**config.mk**
```make
export PLATFORM = sky130hd
export DESIGN_NAME = idelay_tap_loader
export DESIGN_NICKNAME = d
export VERILOG_FILES = /design/src/rtl/idelay_tap_pkg.sv /design/src/rtl/bit_sync.sv /design/src/rtl/idelay_tap_loader.sv
export SDC_FILE = /design/constraint.sdc
export NUM_CORES = 1
export LEC_CHECK = 0
export ABC_AREA = 0
export CORE_MARGIN = 4
export CORE_UTILIZATION = 49
export DETAILED_ROUTE_END_ITERATION = 8
export PLACE_DENSITY = 0.88
export SYNTH_ARGS = -nofsm -noshare
export SYNTH_HDL_FRONTEND = slang
export SYNTH_HIERARCHICAL = 1
export SYNTH_SLANG_ARGS = --single-unit
```
**constraint.sdc**
```tcl
create_clock -name clk -period 4.4 [get_ports clk]
set_clock_uncertainty 0.15 [all_clocks]
set_input_delay 0.88 -clock clk [delete_from_list [all_inputs] [get_ports clk]]
set_output_delay 0.88 -clock clk [all_outputs]
set_load 0.01 [all_outputs]
```
**src/rtl/idelay_tap_pkg.sv**
```systemverilog
// Shared encodings and tap limits for the IDELAYE2 tap loader.
package idelay_tap_pkg;

    localparam int TAP_W = 5;
    localparam logic [TAP_W-1:0] TAP_MAX = 5'd31;

    typedef enum logic [1:0] {
        OP_LOAD = 2'b00,
        OP_INC  = 2'b01,
        OP_DEC  = 2'b10,
        OP_READ = 2'b11
    } op_e;

    typedef enum logic [2:0] {
        ST_WAIT_RDY = 3'd0,
        ST_IDLE     = 3'd1,
        ST_APPLY    = 3'd2,
        ST_SETTLE   = 3'd3,
        ST_RESP     = 3'd4
    } state_e;

endpackage

```
**src/rtl/bit_sync.sv**
```systemverilog
// Two-flop synchronizer for asynchronous status levels, clearing to 0 on reset.
module bit_sync (
    input  logic clk,
    input  logic reset,
    input  logic d_i,
    output logic q_o
);

    logic meta_q;

    // metastability stage followed by the stable output stage
    always_ff @(posedge clk or posedge reset) begin
        if (reset) begin
            meta_q <= 1'b0;
            q_o    <= 1'b0;
        end else begin
            meta_q <= d_i;
            q_o    <= meta_q;
        end
    end

endmodule

```
**src/rtl/idelay_tap_loader.sv**
```systemverilog
// Serialises load/inc/dec/read tap requests onto per-lane IDELAYE2 LD/CE strobes
// once IDELAYCTRL reports ready, returning the settled CNTVALUEOUT per request.
module idelay_tap_loader
    import idelay_tap_pkg::*;
#(
    parameter int NUM_LANES     = 8,
    parameter int SETTLE_CYCLES = 4,
    parameter int LANE_W        = (NUM_LANES > 1) ? $clog2(NUM_LANES) : 1
) (
    input  logic                       clk,
    input  logic                       reset,
    input  logic                       ctrl_ready,
    output logic                       calib_ready,
    input  logic                       req_valid,
    output logic                       req_ready,
    input  logic [LANE_W-1:0]          req_lane,
    input  logic [1:0]                 req_op,
    input  logic [TAP_W-1:0]           req_tap,
    output logic                       rsp_valid,
    output logic [TAP_W-1:0]           rsp_tap,
    output logic                       rsp_err,
    output logic [NUM_LANES-1:0]       dly_ld,
    output logic [NUM_LANES-1:0]       dly_ce,
    output logic                       dly_inc,
    output logic [TAP_W-1:0]           dly_cntvaluein,
    input  logic [TAP_W*NUM_LANES-1:0] dly_cntvalueout
);

    localparam int CNT_W = (SETTLE_CYCLES > 1) ? $clog2(SETTLE_CYCLES) : 1;
    localparam logic [CNT_W-1:0] CNT_LAST = CNT_W'(SETTLE_CYCLES - 1);

    // Out-of-range lanes read as tap 0 and decode to no strobe.
    function automatic logic [TAP_W-1:0] lane_tap(input logic [LANE_W-1:0] lane,
                                                  input logic [TAP_W*NUM_LANES-1:0] taps);
        logic [TAP_W-1:0] t;
        t = '0;
        for (int i = 0; i < NUM_LANES; i++) begin
            if (int'(lane) == i) t = taps[TAP_W*i +: TAP_W];
        end
        return t;
    endfunction

    function automatic logic [NUM_LANES-1:0] lane_onehot(input logic [LANE_W-1:0] lane);
        logic [NUM_LANES-1:0] oh;
        oh = '0;
        for (int i = 0; i < NUM_LANES; i++) begin
            oh[i] = (int'(lane) == i);
        end
        return oh;
    endfunction

    logic                 rdy_s;
    logic [TAP_W-1:0]     cur_tap_s;
    logic                 req_err_s;
    op_e                  req_op_s;
    state_e               state_q, state_d;
    logic [LANE_W-1:0]    lane_q, lane_d;
    logic [CNT_W-1:0]     cnt_q, cnt_d;
    logic                 req_ready_q, req_ready_d;
    logic                 rsp_valid_q, rsp_valid_d;
    logic                 rsp_err_q, rsp_err_d;
    logic [TAP_W-1:0]     rsp_tap_q, rsp_tap_d;
    logic [NUM_LANES-1:0] ld_q, ld_d;
    logic [NUM_LANES-1:0] ce_q, ce_d;
    logic                 inc_q, inc_d;
    logic [TAP_W-1:0]     cntin_q, cntin_d;

    bit_sync u_rdy_sync (
        .clk   (clk),
        .reset (reset),
        .d_i   (ctrl_ready),
        .q_o   (rdy_s)
    );

    assign req_op_s  = op_e'(req_op);
    assign cur_tap_s = lane_tap(req_lane, dly_cntvalueout);
    // Saturating moves are refused up front so a tap never wraps.
    assign req_err_s = (int'(req_lane) >= NUM_LANES)
                    || ((req_op_s == OP_INC) && (cur_tap_s == TAP_MAX))
                    || ((req_op_s == OP_DEC) && (cur_tap_s == 5'd0));

    // next-state and next-output decode
    always_comb begin
        state_d     = state_q;
        lane_d      = lane_q;
        cnt_d       = cnt_q;
        rsp_err_d   = 1'b0;
        rsp_tap_d   = '0;
        ld_d        = '0;
        ce_d        = '0;
        inc_d       = 1'b0;
        cntin_d     = '0;
        case (state_q)
            ST_WAIT_RDY: begin
                if (rdy_s) state_d = ST_IDLE;
                else       state_d = ST_WAIT_RDY;
            end
            ST_IDLE: begin
                if (req_valid && req_ready_q) begin
                    lane_d = req_lane;
                    if (req_err_s) begin
                        state_d   = ST_RESP;
                        rsp_err_d = 1'b1;
                        rsp_tap_d = cur_tap_s;
                    end else begin
                        state_d = ST_APPLY;
                        ld_d    = (req_op_s == OP_LOAD) ? lane_onehot(req_lane) : '0;
                        ce_d    = ((req_op_s == OP_INC) || (req_op_s == OP_DEC)) ?
                                  lane_onehot(req_lane) : '0;
                        inc_d   = (req_op_s == OP_INC);
                        cntin_d = (req_op_s == OP_LOAD) ? req_tap : 5'd0;
                    end
                end else if (!rdy_s) begin
                    state_d = ST_WAIT_RDY;
                end else begin
                    state_d = ST_IDLE;
                end
            end
            ST_APPLY: begin
                cnt_d = '0;
                if (!rdy_s) begin
                    state_d   = ST_RESP;
                    rsp_err_d = 1'b1;
                    rsp_tap_d = lane_tap(lane_q, dly_cntvalueout);
                end else begin
                    state_d = ST_SETTLE;
                end
            end
            ST_SETTLE: begin
                if (!rdy_s) begin
                    state_d   = ST_RESP;
                    rsp_err_d = 1'b1;
                    rsp_tap_d = lane_tap(lane_q, dly_cntvalueout);
                end else if (cnt_q == CNT_LAST) begin
                    state_d   = ST_RESP;
                    rsp_tap_d = lane_tap(lane_q, dly_cntvalueout);
                end else begin
                    cnt_d = cnt_q + CNT_W'(1);
                end
            end
            ST_RESP: begin
                if (rdy_s) state_d = ST_IDLE;
                else       state_d = ST_WAIT_RDY;
            end
            default: begin
                state_d = ST_WAIT_RDY;
            end
        endcase
        rsp_valid_d = (state_d == ST_RESP);
        req_ready_d = (state_d == ST_IDLE);
    end

    // state, captured request and registered outputs
    always_ff @(posedge clk or posedge reset) begin
        if (reset) begin
            state_q     <= ST_WAIT_RDY;
            lane_q      <= '0;
            cnt_q       <= '0;
            req_ready_q <= 1'b0;
            rsp_valid_q <= 1'b0;
            rsp_err_q   <= 1'b0;
            rsp_tap_q   <= '0;
            ld_q        <= '0;
            ce_q        <= '0;
            inc_q       <= 1'b0;
            cntin_q     <= '0;
        end else begin
            state_q     <= state_d;
            lane_q      <= lane_d;
            cnt_q       <= cnt_d;
            req_ready_q <= req_ready_d;
            rsp_valid_q <= rsp_valid_d;
            rsp_err_q   <= rsp_err_d;
            rsp_tap_q   <= rsp_tap_d;
            ld_q        <= ld_d;
            ce_q        <= ce_d;
            inc_q       <= inc_d;
            cntin_q     <= cntin_d;
        end
    end

    assign calib_ready    = rdy_s;
    assign req_ready      = req_ready_q;
    assign rsp_valid      = rsp_valid_q;
    assign rsp_err        = rsp_err_q;
    assign rsp_tap        = rsp_tap_q;
    assign dly_ld         = ld_q;
    assign dly_ce         = ce_q;
    assign dly_inc        = inc_q;
    assign dly_cntvaluein = cntin_q;

endmodule

```
# Yosys cells after proc, flatten, opt, wreduce, memory -nomap -nowiden
# Cells that the tools add are included.
dict set report classes {
  add_sub_neg 1
  eq_ne 26
  muxes 51
  reduce_logical 15
}
# cell count
set op_table {}
lappend op_table {{5-bit two-way mux} 25}
lappend op_table {{8-bit two-way mux} 8}
lappend op_table {{3-bit == test, second input constant} 10}
lappend op_table {{3-bit by 2-bit == test with 1-bit output, second input constant} 6}
lappend op_table {{3-bit two-way mux} 5}
lappend op_table {{5-bit case mux with 3 select lines} 1}
lappend op_table {{3-bit by 1-bit == test with 1-bit output, second input constant} 4}
lappend op_table {{3-bit case mux with 4 select lines} 1}
lappend op_table {{3-bit zero test} 3}
lappend op_table {{1-bit two-way mux} 7}
lappend op_table {{5-bit == test, second input constant} 1}
lappend op_table {{5-bit zero test} 1}
lappend op_table {{2-bit == test, second input constant} 2}
lappend op_table {{2-bit two-way mux} 2}
lappend op_table {{2-bit case mux with 2 select lines} 1}
lappend op_table {{2-bit OR reduction} 2}
lappend op_table {{1-bit logical AND} 3}
lappend op_table {{3-bit AND reduction} 1}
lappend op_table {{2-bit by 1-bit adder with 2-bit output, second input constant} 1}
lappend op_table {{2-bit by 1-bit == test with 1-bit output, second input constant} 1}
lappend op_table {{2-bit zero test} 1}
lappend op_table {{1-bit logical OR} 2}
lappend op_table {{2-bit by 1-bit != test with 1-bit output, second input constant} 1}
lappend op_table {{2-bit != test, second input constant} 1}
lappend op_table {{other kinds (3)} 3}
dict set report word_totals {
  regBits 40
  inputBits 54
  out_inout_bits 31
  elab_cells 106
}

# Logic depth before layout (Yosys ltp)
dict set report depth {
  depth_word 16
  depth_mapped 9
  depth_no_buf 6
}

# Modules after synthesis
# Netlist, hierarchy kept.
# mod instances cells_each area_per_inst_um2 seq_area_each_um2
set by_module_without_submodules {}
lappend by_module_without_submodules {idelay_tap_loader 1 189 2337.2 950.9}
lappend by_module_without_submodules {bit_sync 1 3 53.8 50.0}

# Worst setup path after synthesis
# OpenSTA, ideal clock, no wires.
dict set report synth_timing {
  path_kind {in2reg}
  startpoint {in req_lane[0]}
  endpoint {reg state_q[1]}
  setup_ns 0.131
  t_arrival_ns 2.397
  required_ns 4.119
  slack_ns 1.722
  cell_stages 7
  n_path_buf 2
  path_cell_list {buf_6 > mux4_2 > mux2i_2 > nand2_2 > o31ai_4 > buf_6 > o22ai_2}
}
dict set report synth_between {
  elab_chain_len 15
}
# item line
set synth_lines {}
lappend synth_lines {{start: declaration} idelay_tap_loader.sv:16} ;# input logic [LANE_W-1:0] req_lane,
lappend synth_lines {{3-bit zero test} idelay_tap_loader.sv:38} ;# if (int'(lane) == i) t = taps[TAP_W*i +: TAP_W];
lappend synth_lines {{5-bit two-way mux (7 in a row)} idelay_tap_loader.sv:38}
lappend synth_lines {{5-bit two-way mux (*)} idelay_tap_loader.sv:38}
lappend synth_lines {{5-bit == test or 5-bit zero test (tied branches)} {idelay_tap_loader.sv:79, idelay_tap_loader.sv:80}}
lappend synth_lines {{1-bit logical AND (on tied branches)} {idelay_tap_loader.sv:79, idelay_tap_loader.sv:80}}
lappend synth_lines {{1-bit logical OR (*)} idelay_tap_loader.sv:80} ;# || ((req_op_s == OP_DEC) && (cur_tap_s == 5'd0));
lappend synth_lines {{3-bit two-way mux (*)} idelay_tap_loader.sv:101} ;# if (req_err_s) begin
lappend synth_lines {{3-bit two-way mux (*)} idelay_tap_loader.sv:99} ;# if (req_valid && req_ready_q) begin
lappend synth_lines {{3-bit case mux with 4 select lines (*)} idelay_tap_loader.sv:93} ;# case (state_q)
lappend synth_lines {{named net state_d[1]} idelay_tap_loader.sv:56} ;# state_e state_q, state_d;
lappend synth_lines {{end signal: assignment} idelay_tap_loader.sv:168} ;# state_q <= state_d;
lappend synth_lines {{end: declaration} idelay_tap_loader.sv:56}
# Mark *: on every way through the listed nets, which the timed path passes. The rest lies on a longest branch.
# A chain may end at the register's enable or synchronous reset.

# Worst setup path after layout
dict set report layout_timing {
  startpoint {in req_lane[1]}
  endpoint {reg state_q[1]}
}
# Same word-level chain as after synthesis.

==> impl_metrics.toml <==
[floorplan]
die_h_um = 77.9
rows = 25
fp.coreArea_sq_um = 4720
die_x_um = 77.9
io_pins = 85
initial_utilization_pct = 50.6
die_area_sq_um = 6060

[logic_synthesis]
syn_area_per_cell_sq_um = 12.5
syn_nets = 250
synth_edf_count = 0
synth_area_sq_um = 2390
synth_cells = 192
yosysWarnings = 6
synth_ff_type = "dfrtp_1"
ys_seq_area_share_pct = 41.9
yosys.cell_types.count = 37
async_reset_ff_share_pct = 100
ys_ff_latch = 40

[layout]
diodes = 0
fin_nets = 331
drive_above_1_share_pct = 22.6
fin_area_sq_um = 3360
syn_to_final_growth_pct = 40.5

[place]
io_buffers = 84
dp_hpwl_um = 4200
gp_congestion = 0.789
placed_area_sq_um = 3250

[run]
drv_cap = 0

[global_route]
antenna_found_initial = 0
track_usage_pct = 18.7
grt.overflow.total = 0
grt_pass1_wl_um = 8810
grt_pass1_vias = 1884
grt_max_degree = 25

[min_path]
hold_class = "reg -> reg"

[power]
power_density_nw_per_um2 = 335
combinationalPowerShare_pct = 32.2
ir_drop_v = 0.000177
p_sw_mw = 0.317
p_clk_share_pct = 25.2
switching_share_pct = 28.2
p_int_mw = 0.808
leakage_nw = 1.32
p_total_mw = 1.13
seq_power_share_pct = 42.6

[worst_setup_path]
worstPathArrival_ps = 3640
worstSetupPathType = "in -> reg"
crit_fanout = 23
critPathLaunchType = "input pin"
required_ps = 4370
end_kind = "flop"

[cts]
cts_tree = "yes"
holdBufCountCts = 0
worstSkewPairLatency_ps = 290
cts_htree_levels = 2
postCtsSetupBuffers = 0
clk_pin_slew_worst_paths_ps = 70
clock-root-buffer = "clkbuf_8"
cts_made_buffers = 5
clockBufferDepth = 2
cts_resized = 0
numClockSinks = 40

[sta]
fin_tns_setup_ps = 0
worst_pin_slew_ps = 1240
whs_ps = 212
slew_violations = 0
max_freq_mhz = 273
hold_violations = 0
rsz0062_at_grt = "no"
layout_min_cycle_time_ps = 3660
setup_viol = 0
slew_headroom_pct = 17.5
period_share_pct = 83.2

[routing]
drtIter0Drc = 89
drc = 0
postRouteAntennaNets = 0
drt_wl_total_um = 5220
drtPass1Iterations = 4
wl_per_cell_um = 15.3
vias = 1786
vias_per_cell = 5.24

[outcome]
outcome = "finished clean"
per-stage QoR:
| step | setup WS, ps | std cells | util [%] |
|---|---|---|---|
| floorplan | 1720 | 192 | - |
| global placement | 539 | 333 | 68.8 |
| detailed placement | 436 | 333 | 68.8 |
| CTS | 741 | 341 | 71.1 |
| global route | 479 | 341 | 71.1 |
| finish | 737 | 341 | 71.1 |
synthesized netlist by cell type, types with 5 or more instances:
master    count  area, sq um
dfrtp_1      40         1000
nor3_2       21          210
mux4_2       17          383
nand2_1      16         60.1
nand3_1      11         55.1
mux2i_1       7         70.1
nand2b_1      7         43.8
o21ai_0       7         35.0
buf_6         5         56.3
mux2_2        5         56.3
nor2_1        5         18.8
nor2b_1       5         31.3
final cells by class:
type | count | area (sq um)
Clock inverter | 2 | 35.0
Timing Repair Buffer | 89 | 878
Fill cell | 338 | 1370
Tap cell | 67 | 83.8
Clock buffer | 6 | 72.6
Multi-Input combinational cell | 133 | 1270
Sequential cell | 40 | 1000
Inverter | 4 | 15.0
registers in the layout (all words and copies together), names as in the netlist:
register,cells
cnt_q,2
dly_ce,8
dly_cntvaluein,5
dly_inc,1
dly_ld,8
lane_q,3
req_ready,1
rsp_err,1
rsp_tap,5
rsp_valid,1
state_q,3
u_rdy_sync/meta_q,1
u_rdy_sync/q_o,1
power groups by stage:
stage / Sequential [mW] / Clock (mW) / Combinational [mW]
6_report: 0.479 / 0.283 / 0.363
5_1_grt: 0.491 / 0.305 / 0.396
4_1_cts: 0.481 / 0.291 / 0.365
3_5_place_dp: 0.488 / 0 / 0.364
3_3_place_gp: 0.484 / 0 / 0.355
2_1_floorplan: 0.434 / 0 / 0.299
critical path, stage by stage:
cell	delay [ps]
clkdlybuf4s50_1	890
mux2i_1	160
a22o_1	260
nor3_1	220
and3_1	1030
o22ai_2	190
kinds of logic after synthesis:
family	count (synthesis)	synth area share, %
AO/OA/AOI/OAI	20	6.07
adder cells (fa/ha/maj)	4	2.09
buffers and inverters	19	4.92
flip-flops	40	41.9
multiplexers	33	24.0
AND/OR/NAND/NOR	76	21.0
path summary, 6_finish.rpt:
kind | from | end | slack, ps | cells past startpoint
setup reg to reg | req_ready | rsp_err | 2320 | 4
setup / recovery | req_lane[1] | state_q[1] | 740 | 6
hold reg to reg | u_rdy_sync/meta_q | u_rdy_sync/q_o | 210 | 0
max in group asynchronous | reset | rsp_err | 2580 | 3
hold / removal | u_rdy_sync/meta_q | u_rdy_sync/q_o | 210 | 0
min in group asynchronous | reset | u_rdy_sync/meta_q | 620 | 2
metal layers:
metal,vias up,share of wire (%),global-route usage [%]
li1,868,-,-
met1,862,41,22.8
met2,51,53,33.2
met5,-,0,0
met3,5,4.4,3.13
met4,0,1.4,6.41
layout by cell type (no fill, tap or decap), types with 2 or more instances in the layout:
| cell | synthesis | layout |
|---|---|---|
| nor2_1 | 5 | 5 |
| ha_1 | 4 | 4 |
| dfrtp_1 | 40 | 40 |
| clkdlybuf4s50_1 | 0 | 84 |
| a22o_1 | 4 | 4 |
| clkbuf_8 | 0 | 5 |
| nand4_1 | 3 | 3 |
| inv_1 | 4 | 4 |
| nor3_2 | 21 | 21 |
| nand3_1 | 11 | 11 |
| nor3_1 | 2 | 2 |
| nor2b_1 | 5 | 5 |
| nand2_1 | 16 | 16 |
| a21oi_1 | 3 | 3 |
| nand2b_1 | 7 | 7 |
| mux2i_2 | 2 | 2 |
| buf_4 | 1 | 5 |
| mux2_2 | 5 | 5 |
| o21ai_0 | 7 | 7 |
| mux4_2 | 17 | 17 |
| mux2i_1 | 7 | 7 |
No activity file was read; power rests on OpenSTA's default activity.
